## src/rtl/int_ack_sequencer.sv

```systemverilog
// int_ack_sequencer: takes an ICU interrupt request on the CPU side.
// It holds fetch until the pipeline reaches an instruction boundary, saves the
// resume PC, runs the INTA handshake, redirects fetch to the vector's handler,
// and on i_iret redirects fetch back to the saved PC. Interrupts do not nest.
//
// Ports:
//   i_clk, i_rst_n    clock (rising edge), asynchronous active-low reset
//   i_intr, i_vector  request and vector from the ICU
//   o_inta            acknowledge to the ICU
//   i_ie              global interrupt enable
//   i_instr_boundary  pipeline is at a retire boundary this cycle
//   i_pc              PC of the next instruction to resume
//   i_iret            return-from-interrupt pulse
//   o_stall           hold fetch
//   o_redirect        one-cycle fetch redirect pulse, with o_target
//   o_epc             saved resume PC
//   o_in_isr          handler executing
//   o_busy            sequence in progress (not idle, not in handler)
module int_ack_sequencer #(
    parameter int unsigned          VEC_W       = 8,
    parameter int unsigned          ADDR_W      = 32,
    parameter logic [ADDR_W-1:0]    VEC_BASE    = 32'h0000_0100,
    parameter int unsigned          VEC_SHIFT   = 2,
    parameter int unsigned          INTA_CYCLES = 2
) (
    input  logic              i_clk,
    input  logic              i_rst_n,
    input  logic              i_intr,
    input  logic [VEC_W-1:0]  i_vector,
    output logic              o_inta,
    input  logic              i_ie,
    input  logic              i_instr_boundary,
    input  logic [ADDR_W-1:0] i_pc,
    input  logic              i_iret,
    output logic              o_stall,
    output logic              o_redirect,
    output logic [ADDR_W-1:0] o_target,
    output logic [ADDR_W-1:0] o_epc,
    output logic              o_in_isr,
    output logic              o_busy
);

    localparam int unsigned CNT_W = 4;
    localparam logic [CNT_W-1:0] CNT_LAST = CNT_W'(INTA_CYCLES - 1);

    typedef enum logic [2:0] {
        S_IDLE     = 3'd0,
        S_WAIT_BND = 3'd1,
        S_ACK      = 3'd2,
        S_REDIRECT = 3'd3,
        S_ISR      = 3'd4,
        S_RET      = 3'd5
    } state_t;

    state_t            state_q;
    logic [CNT_W-1:0]  cnt_q;
    logic [ADDR_W-1:0] handler_c;

    // Handler address; the add wraps modulo 2^ADDR_W by construction.
    assign handler_c = VEC_BASE + (ADDR_W'(i_vector) << VEC_SHIFT);

    // Sequencer FSM with all outputs registered alongside the state.
    always_ff @(posedge i_clk or negedge i_rst_n) begin
        if (!i_rst_n) begin
            state_q    <= S_IDLE;
            cnt_q      <= '0;
            o_inta     <= 1'b0;
            o_stall    <= 1'b0;
            o_redirect <= 1'b0;
            o_target   <= '0;
            o_epc      <= '0;
            o_in_isr   <= 1'b0;
            o_busy     <= 1'b0;
        end else begin
            o_redirect <= 1'b0;
            case (state_q)
                S_IDLE: begin
                    if (i_intr && i_ie && !o_in_isr) begin
                        state_q <= S_WAIT_BND;
                        o_stall <= 1'b1;
                        o_busy  <= 1'b1;
                    end
                end
                S_WAIT_BND: begin
                    // Abort wins over a boundary seen in the same cycle.
                    if (!i_intr || !i_ie) begin
                        state_q <= S_IDLE;
                        o_stall <= 1'b0;
                        o_busy  <= 1'b0;
                    end else if (i_instr_boundary) begin
                        state_q <= S_ACK;
                        o_epc   <= i_pc;
                        cnt_q   <= '0;
                        o_inta  <= 1'b1;
                    end
                end
                S_ACK: begin
                    // Committed: request/enable changes are ignored here.
                    if (cnt_q == CNT_LAST) begin
                        state_q    <= S_REDIRECT;
                        o_inta     <= 1'b0;
                        o_redirect <= 1'b1;
                        o_target   <= handler_c;
                    end else begin
                        cnt_q <= cnt_q + CNT_W'(1);
                    end
                end
                S_REDIRECT: begin
                    state_q  <= S_ISR;
                    o_in_isr <= 1'b1;
                    o_stall  <= 1'b0;
                    o_busy   <= 1'b0;
                end
                S_ISR: begin
                    if (i_iret) begin
                        state_q    <= S_RET;
                        o_redirect <= 1'b1;
                        o_target   <= o_epc;
                        o_busy     <= 1'b1;
                    end
                end
                S_RET: begin
                    state_q  <= S_IDLE;
                    o_in_isr <= 1'b0;
                    o_busy   <= 1'b0;
                end
                default: begin
                    state_q  <= S_IDLE;
                    o_inta   <= 1'b0;
                    o_stall  <= 1'b0;
                    o_in_isr <= 1'b0;
                    o_busy   <= 1'b0;
                end
            endcase
        end
    end

endmodule

```

## config.mk

```make
export PLATFORM = sky130hd
export DESIGN_NAME = int_ack_sequencer
export DESIGN_NICKNAME = d
export VERILOG_FILES = /design/src/rtl/int_ack_sequencer.sv
export SDC_FILE = /design/constraint.sdc
export NUM_CORES = 1
export LEC_CHECK = 0
export ABC_AREA = 1
export CAP_MARGIN = 10
export CORE_ASPECT_RATIO = 1.75
export CORE_MARGIN = 2
export CORE_UTILIZATION = 40
export CTS_BUF_LIST = sky130_fd_sc_hd__clkbuf_8
export CTS_CLUSTER_DIAMETER = 40
export DETAILED_ROUTE_END_ITERATION = 10
export PLACE_DENSITY = 0.75
export SETUP_SLACK_MARGIN = 0.2
export SYNTH_ARGS = -nofsm -noshare
export SYNTH_HDL_FRONTEND = slang
export SYNTH_SLANG_ARGS = --single-unit
```

## constraint.sdc

```tcl
create_clock -name i_clk -period 1.4 [get_ports i_clk]
set_input_delay 0.14 -clock i_clk [delete_from_list [all_inputs] [get_ports i_clk]]
set_output_delay 0.14 -clock i_clk [all_outputs]
set_load 0.005 [all_outputs]
```

==> results by group, run 1 <==
Run status
  • Outcome: finished with violations
  • Failing checks: negative setup slack

Placement
  • IO Port Bufs: between 100 and 150
  • Gpl congestion: 0.801
  • Post-DP HPWL: about 6300 µm
  • DP Area: between 0.004 and 0.005 mm²

Cells and area
  • Layout cells sized above 1: ~42%
  • Most common cell after layout, fill and taps aside: dfrtp_1
  • Antenna fix cells: 0
  • Layout Nets: 630
  • Most frequent cells in the layout: 74 x dfrtp_1, 70 x nand2_1, 63 x buf_4, 60 x dlygate4sd2_1, 44 x clkdlybuf4s50_1
  • FILL cells: a little over 500
  • Synth-to-Final Area Change: 86.8%
  • Design area: ~0.0063 mm²

Route
  • DRT iter0 DRCs: around 240
  • Wirelength per Cell: a little under 20 µm
  • Vias per Instance: approximately 5.5
  • Number of remaining DRC errors: 0
  • Final wirelength: 13300 µm
  • DRT antenna net count: 0
  • Total number of vias: 3705
  • Initial DRT Pass Iterations: 4

STA
  • Slew @ Worst Pin: about 0.5 ns
  • Final setup viols: 17
  • Fmax: ~0.67 GHz
  • Skew final: 0.00578 ns
  • Fin Hold WS: 0.281 ns
  • Max-slew headroom: between 60% and 70%
  • Tmin final: 1.49 ns
  • Fin Setup TNS: -0.344 ns
  • Final period util: 106%
  • Min setup slack post-route: -0.0877 ns
  • Max Transition Viols Final: 0
  • RSZ-0062 raised after global routing: yes
  • Final-report hold violation count: 0

Global route
  • GRT Overall Usage: between 20% and 30%
  • Initial antenna violation count: 0
  • Largest net degree at the start of global routing: 36
  • Vias in the first global route: roughly 3700
  • First-pass GRT wire length: roughly 19000 µm
  • Grt ovf: 0

Logic synthesis
  • Post-synth EDFFs: 0
  • Top FF cell, synth: dfrtp_1
  • Synth Area in Compound Gates: roughly 6%
  • Syn_nets: 430
  • Netlist Area Pre-Place: 0.00337 mm²
  • Post-synthesis xor/xnor area fraction: 0.260%
  • Post-Synth Adder-Cell Area: under 10%
  • Mux cell area share after synthesis: 0%
  • Sequential share of the synthesized area: roughly 56%
  • Post-Synth Simple-Gate Area: between 20 and 30%
  • Async S/R FF share, synth: 100%
  • Synth Warn #: 0
  • Number of distinct library cells after synthesis: 24
  • Largest family of logic cells by synthesized area: simple AND/OR/NAND/NOR gates
  • Syn Inst Count: between 300 and 400
  • Syn Area/Cell: roughly 8.8 µm²
  • Register bit total from synthesis: 76

Power and ir drop
  • Power, Total: 12400 µW
  • Pwr/cell area: roughly 2000 mW/mm²
  • Peak supply drop: 0.00106 V
  • Static leakage: 0.00307 µW

Setup path
  • CP Capture Type: register
  • Critical path peak fanout: 6
  • Critical Path AT: 1.75 ns
  • Required time of the critical path: 1.66 ns
  • WS Path Type: register to register
  • Internal reg-to-reg setup slack: -0.09 ns
  • Startpoint types: register

Clock network
  • TritonCTS clock tree: built
  • H-tree depth: 3
  • Clock Latency Late Sink: 0.36 ns
  • # clock sinks: 76
  • Worst-path clk slew: about 0.080 ns
  • Root Driver: clkbuf_8
  • Cts bufs inserted: 9
  • Maximum root-to-sink buffer count: 2

Floorplanning
  • Io pins: approximately 120
  • Initial core utilization: approximately two fifths
  • DIE HEIGHT: between 100 and 150 µm
  • Core Footprint: just over 0.008 mm²
  • # rows: 44
  • Die ar.: ~0.009 mm²
  • Die Width: around 73 µm

Hold path
  • Worst hold-check path type: input pin to asynchronous set/reset pin

Flow run
  • Total of max-cap violations: 0
-- cell usage after synthesis (2+ instances only) --
library cell	count	area [µm²]
nand4_1	2	12.5
inv_1	26	97.6
dfrtp_1	76	1900
ha_1	3	37.5
nand3_1	63	315
nand2_1	101	379
o21ai_1	18	90.1
buf_6	8	90.1
inv_2	2	7.51
buf_2	7	35.0
nor2_4	2	22.5
nand3_2	2	20.0
inv_4	2	12.5
o21ai_0	4	20.0
a21oi_1	19	95.1
nor2_1	35	131
nand2_4	4	45.0
-- cell type report --
| cell class | count | area, µm² | share of cell area [%] |
|---|---|---|---|
| tap | 92 | 115 | 1.83 |
| sequential | 76 | 1900 | 30.3 |
| inverter | 30 | 133 | 2.11 |
| multi-input combinational | 265 | 2010 | 31.9 |
| clock inverter | 4 | 48.8 | 0.775 |
| clock buffer | 11 | 151 | 2.41 |
| timing repair buffer | 199 | 1940 | 30.8 |
-- worst paths after layout --
path,to,depth (start not counted),start
setup / recovery,o_epc[20],7,state_q[1]
hold / removal,o_target[16],2,i_rst_n
setup reg to reg,o_epc[20],7,state_q[1]
hold reg to reg,o_busy,2,o_busy
max in group asynchronous,o_epc[9],3,i_rst_n
min in group i_clk,o_epc[3],3,i_pc[3]
-- sequential cells by signal, indices dropped and copies added, names as in the netlist --
signal and flops:
o_in_isr 1, o_target 32, o_busy 1, state_q 3, o_inta 1, cnt_q 4
o_epc 32, o_redirect 1, o_stall 1
-- worst max-delay path, cell delays in order, from the launching register on --
cell     delay (ns)
dfrtp_2        0.46
buf_12         0.15
inv_8          0.05
nand3_4        0.11
inv_8          0.11
buf_12         0.16
nand2_8        0.10
a21oi_2        0.24
-- routing by layer --
layer  vias to the layer above  routed length, µm  GRT usage (%)  share of wire [%]
li1                       1653                  -              -                  -
met5                         -                  0              0                  0
met3                        61                708           4.43                5.3
met1                      1793               4560           30.0                 34
met4                         0                749           15.3                5.6
met2                       198               7290           48.8                 55
-- metrics by stage --
step	util (%)	std cells	worst slack, ns
CTS	71.4	663	0.0128
finish	76.2	677	-0.0877
global placement	56.1	584	-0.0894
detailed placement	56.1	584	-0.176
floorplan	-	381	0.138
global route	76.2	677	-0.115
-- where the power goes --
part | switching, µW | internal (µW) | total, µW
combinational | 3290 | 3510 | 6800
sequential | 682 | 3210 | 3890
clock | 805 | 908 | 1710
-- what timing repair did --
item                       4_1_cts  5_1_grt
setup endpoints to repair      142       85
resized for setup              192       78
hold endpoints to repair        32        0
hold buffers                     1        0
buffers inserted                52       13
gates cloned                    11        1
pin swaps                       27       24
-- kinds of logic after synthesis --
family / Yosys count
compound gates: 41
simple gates: 212
xor+xnor: 1
fa+ha+maj: 3
flops: 76
buf+inv: 48
No activity file was read; power rests on OpenSTA's default activity.
==> inputs of run 2 (changes only) <==
--- a/config.mk
+++ b/config.mk
@@ -14,6 +14,7 @@
 export CTS_CLUSTER_DIAMETER = 40
 export DETAILED_ROUTE_END_ITERATION = 10
 export PLACE_DENSITY = 0.75
+export RECOVER_POWER = 50
 export SETUP_SLACK_MARGIN = 0.2
 export SYNTH_ARGS = -nofsm -noshare
 export SYNTH_HDL_FRONTEND = slang
==> run 2 against run 1 <==
The flow still finishes with violations (negative setup slack). Largest cell class unchanged. Clock-buffer cell count unchanged. Die area unchanged. Critical path type unchanged. Combinational power about the same. Register-to-register slack about the same.
==> results by group, run 2 (synthesis results as in run 1) <==
Setup path
  • Critical path peak fanout: 6
  • Worst path max stage delay: between 0.4 and 0.5 ns
  • Top cell family by delay on the critical path: buffers and inverters
  • CP Buf/Inv Count: 4
  • Startpoint of the worst register-to-register path: state_q[1]
  • CP startpoint: state_q[1]
  • Cell Chain, Critical Path: buf_12 -> inv_8 -> nand3_4 -> inv_8 -> buf_12 -> nand2_8 -> a21oi_2
  • Critical Path AT: roughly 1.8 ns
  • Required time of the critical path: roughly 1.7 ns
  • Startpoint types: register
  • CP max-delay cell: dfrtp_2
  • WS Path Type: register to register
  • CP Capture Type: register

Floorplanning
  • Initial core utilization: 40.8%
  • Die Width: roughly 73 µm
  • Io pins: 115
  • DIE HEIGHT: around 130 µm
  • Die ar.: around 0.009 mm²
  • Core Footprint: 0.00826 mm²
  • # rows: 44

Power and ir drop
  • Int Power: about 7600 µW
  • Static leakage: ~0.003 µW
  • Peak supply drop: about 0.0011 V
  • Clock power share: ~14%
  • Seq pwr share: approximately a third
  • Sw Pwr: approximately 4800 µW
  • Pwr/cell area: 1970 mW/mm²
  • Sw frac: 38.5%
  • Combinational fraction of design power: around 55%

Route
  • DR WL met3: between 700 and 800 µm
  • Vias per Instance: 5.47
  • DRT iter0 DRCs: 240
  • Final wirelength: roughly 13000 µm
  • Initial DRT Pass Iterations: 4
  • M1 wire length: approximately 4600 µm
  • Total number of vias: around 3700
  • Number of remaining DRC errors: 0
  • Top sig layer: met4
  • Met2 routed WL: 7290 µm
  • DRT antenna net count: 0
  • Wirelength per Cell: 19.7 µm

Global route
  • GRT Overall Usage: around 28%
  • Initial antenna violation count: 0
  • First-pass GRT wire length: roughly 19000 µm
  • Vias in the first global route: roughly 3700
  • Grt ovf: 0
  • Largest net degree at the start of global routing: 36

Clock network
  • Cts bufs inserted: 9
  • Worst-path clk slew: 0.08 ns
  • TritonCTS clock tree: built
  • Clock Latency Late Sink: roughly 0.36 ns
  • # clock sinks: 76
  • H-tree depth: 3
  • Root Driver: clkbuf_8
  • Maximum root-to-sink buffer count: 2

Cells and area
  • Largest regs: o_epc x32, o_target x32, cnt_q x4
  • Most frequent cells in the layout: 74 x dfrtp_1, 70 x nand2_1, 61 x buf_4, 60 x dlygate4sd2_1, 44 x clkdlybuf4s50_1
  • Design area: 0.00628 mm²
  • Synth-to-Final Area Change: 86.5%
  • Layout cells sized above 1: between 40% and 50%
  • Layout Nets: 630
  • FF+latch area: about 0.0019 mm²
  • Antenna fix cells: 0
  • Area of the multi-input gates: roughly 0.0020 mm²
  • FILL cells: between 500 and 600
  • Most common cell after layout, fill and taps aside: dfrtp_1

Hold path
  • Hold path start: i_pc[3]
  • Worst hold-check path type: input pin to register

STA
  • Min setup slack post-route: -0.0877 ns
  • Skew final: between 0.005 and 0.006 ns
  • Slew @ Worst Pin: approximately 0.94 ns
  • Final-report hold violation count: 0
  • Max-slew headroom: a little under two fifths
  • RSZ-0062 raised after global routing: yes
  • Final period util: 106%
  • Max Transition Viols Final: 0
  • Tmin final: 1.49 ns
  • Final setup viols: 17
  • Fmax: 0.672 GHz

Run status
  • Failing checks: negative setup slack
  • Outcome: finished with violations

Placement
  • IO Port Bufs: between 100 and 150
  • Gpl congestion: ~0.80
  • Post-place setup slack: -0.176 ns
  • Post-DP HPWL: between 6000 and 7000 µm
  • DP Area: 0.00464 mm²

Flow run
  • Total of max-cap violations: 0
-- run 2: cell types whose count changed in the layout (fill, tap and decap cells not counted), sizes merged --
cell,before,now
buf,85,84
clkbuf,11,12
-- run 2: stage by stage --
step	hold slack, ns	util, %	std cells	setup TNS (ns)	power [µW]
after floorplan	-0.156	-	381	0	5630
after global placement	0.120	56.1	584	-1.41	8120
after detailed placement	0.130	56.1	584	-3.67	8250
after CTS	0.291	71.4	663	0	11300
after global routing	0.340	76.1	677	-1.71	13100
final	0.332	76.1	677	-0.344	12400
-- run 2: final timing paths --
| path | end | slack, ns | depth (start not counted) |
|---|---|---|---|
| max in group asynchronous | o_epc[9] | 0.16 | 3 |
| worst min-delay path | o_epc[3] | 0.33 | 3 |
| worst max-delay path | o_epc[20] | -0.09 | 7 |
| worst min register to register | o_busy | 0.47 | 2 |
| worst max register to register | o_epc[20] | -0.09 | 7 |
| min in group asynchronous | o_target[16] | 0.46 | 2 |
-- run 2: layer usage --
metal | up-vias | GRT usage, %
met3 | 61 | 4.43
met2 | 198 | 48.8
met4 | 0 | 15.3
li1 | 1653 | -
met5 | - | 0
met1 | 1793 | 30.0
-- run 2: area by class of cell --
type                    instances  share of cell area (%)
multi-input cells             265                    31.9
repair buffers                199                    30.7
flip-flops and latches         76                    30.3
clock buffers                  11                    2.41
inverters                      30                    2.11
well taps                      92                    1.83
clock inverters                 4                   0.776
-- run 2: power groups by stage --
stage               clock (µW)  sequential (µW)  combinational [µW]
global route              1820             4010                7280
global placement             0             3910                4210
floorplan                    0             3930                1700
CTS                       1740             3820                5730
detailed placement           0             3940                4300
finish                    1710             3890                6800
-- run 2: repair_timing --
action | in CTS | in global routing
gates cloned | 11 | 1
hold endpoints to repair | 32 | 0
endpoints found under the setup margin | 142 | 85
pin swaps | 27 | 24
setup buffers | 52 | 13
hold buffers | 1 | 0
resized for setup | 192 | 78
-- run 2: tightest hold or removal path, stage by stage --
cell and delay, ns:
clkdlybuf4s50_1 0.39, nand3_1 0.08, nand2_1 0.04
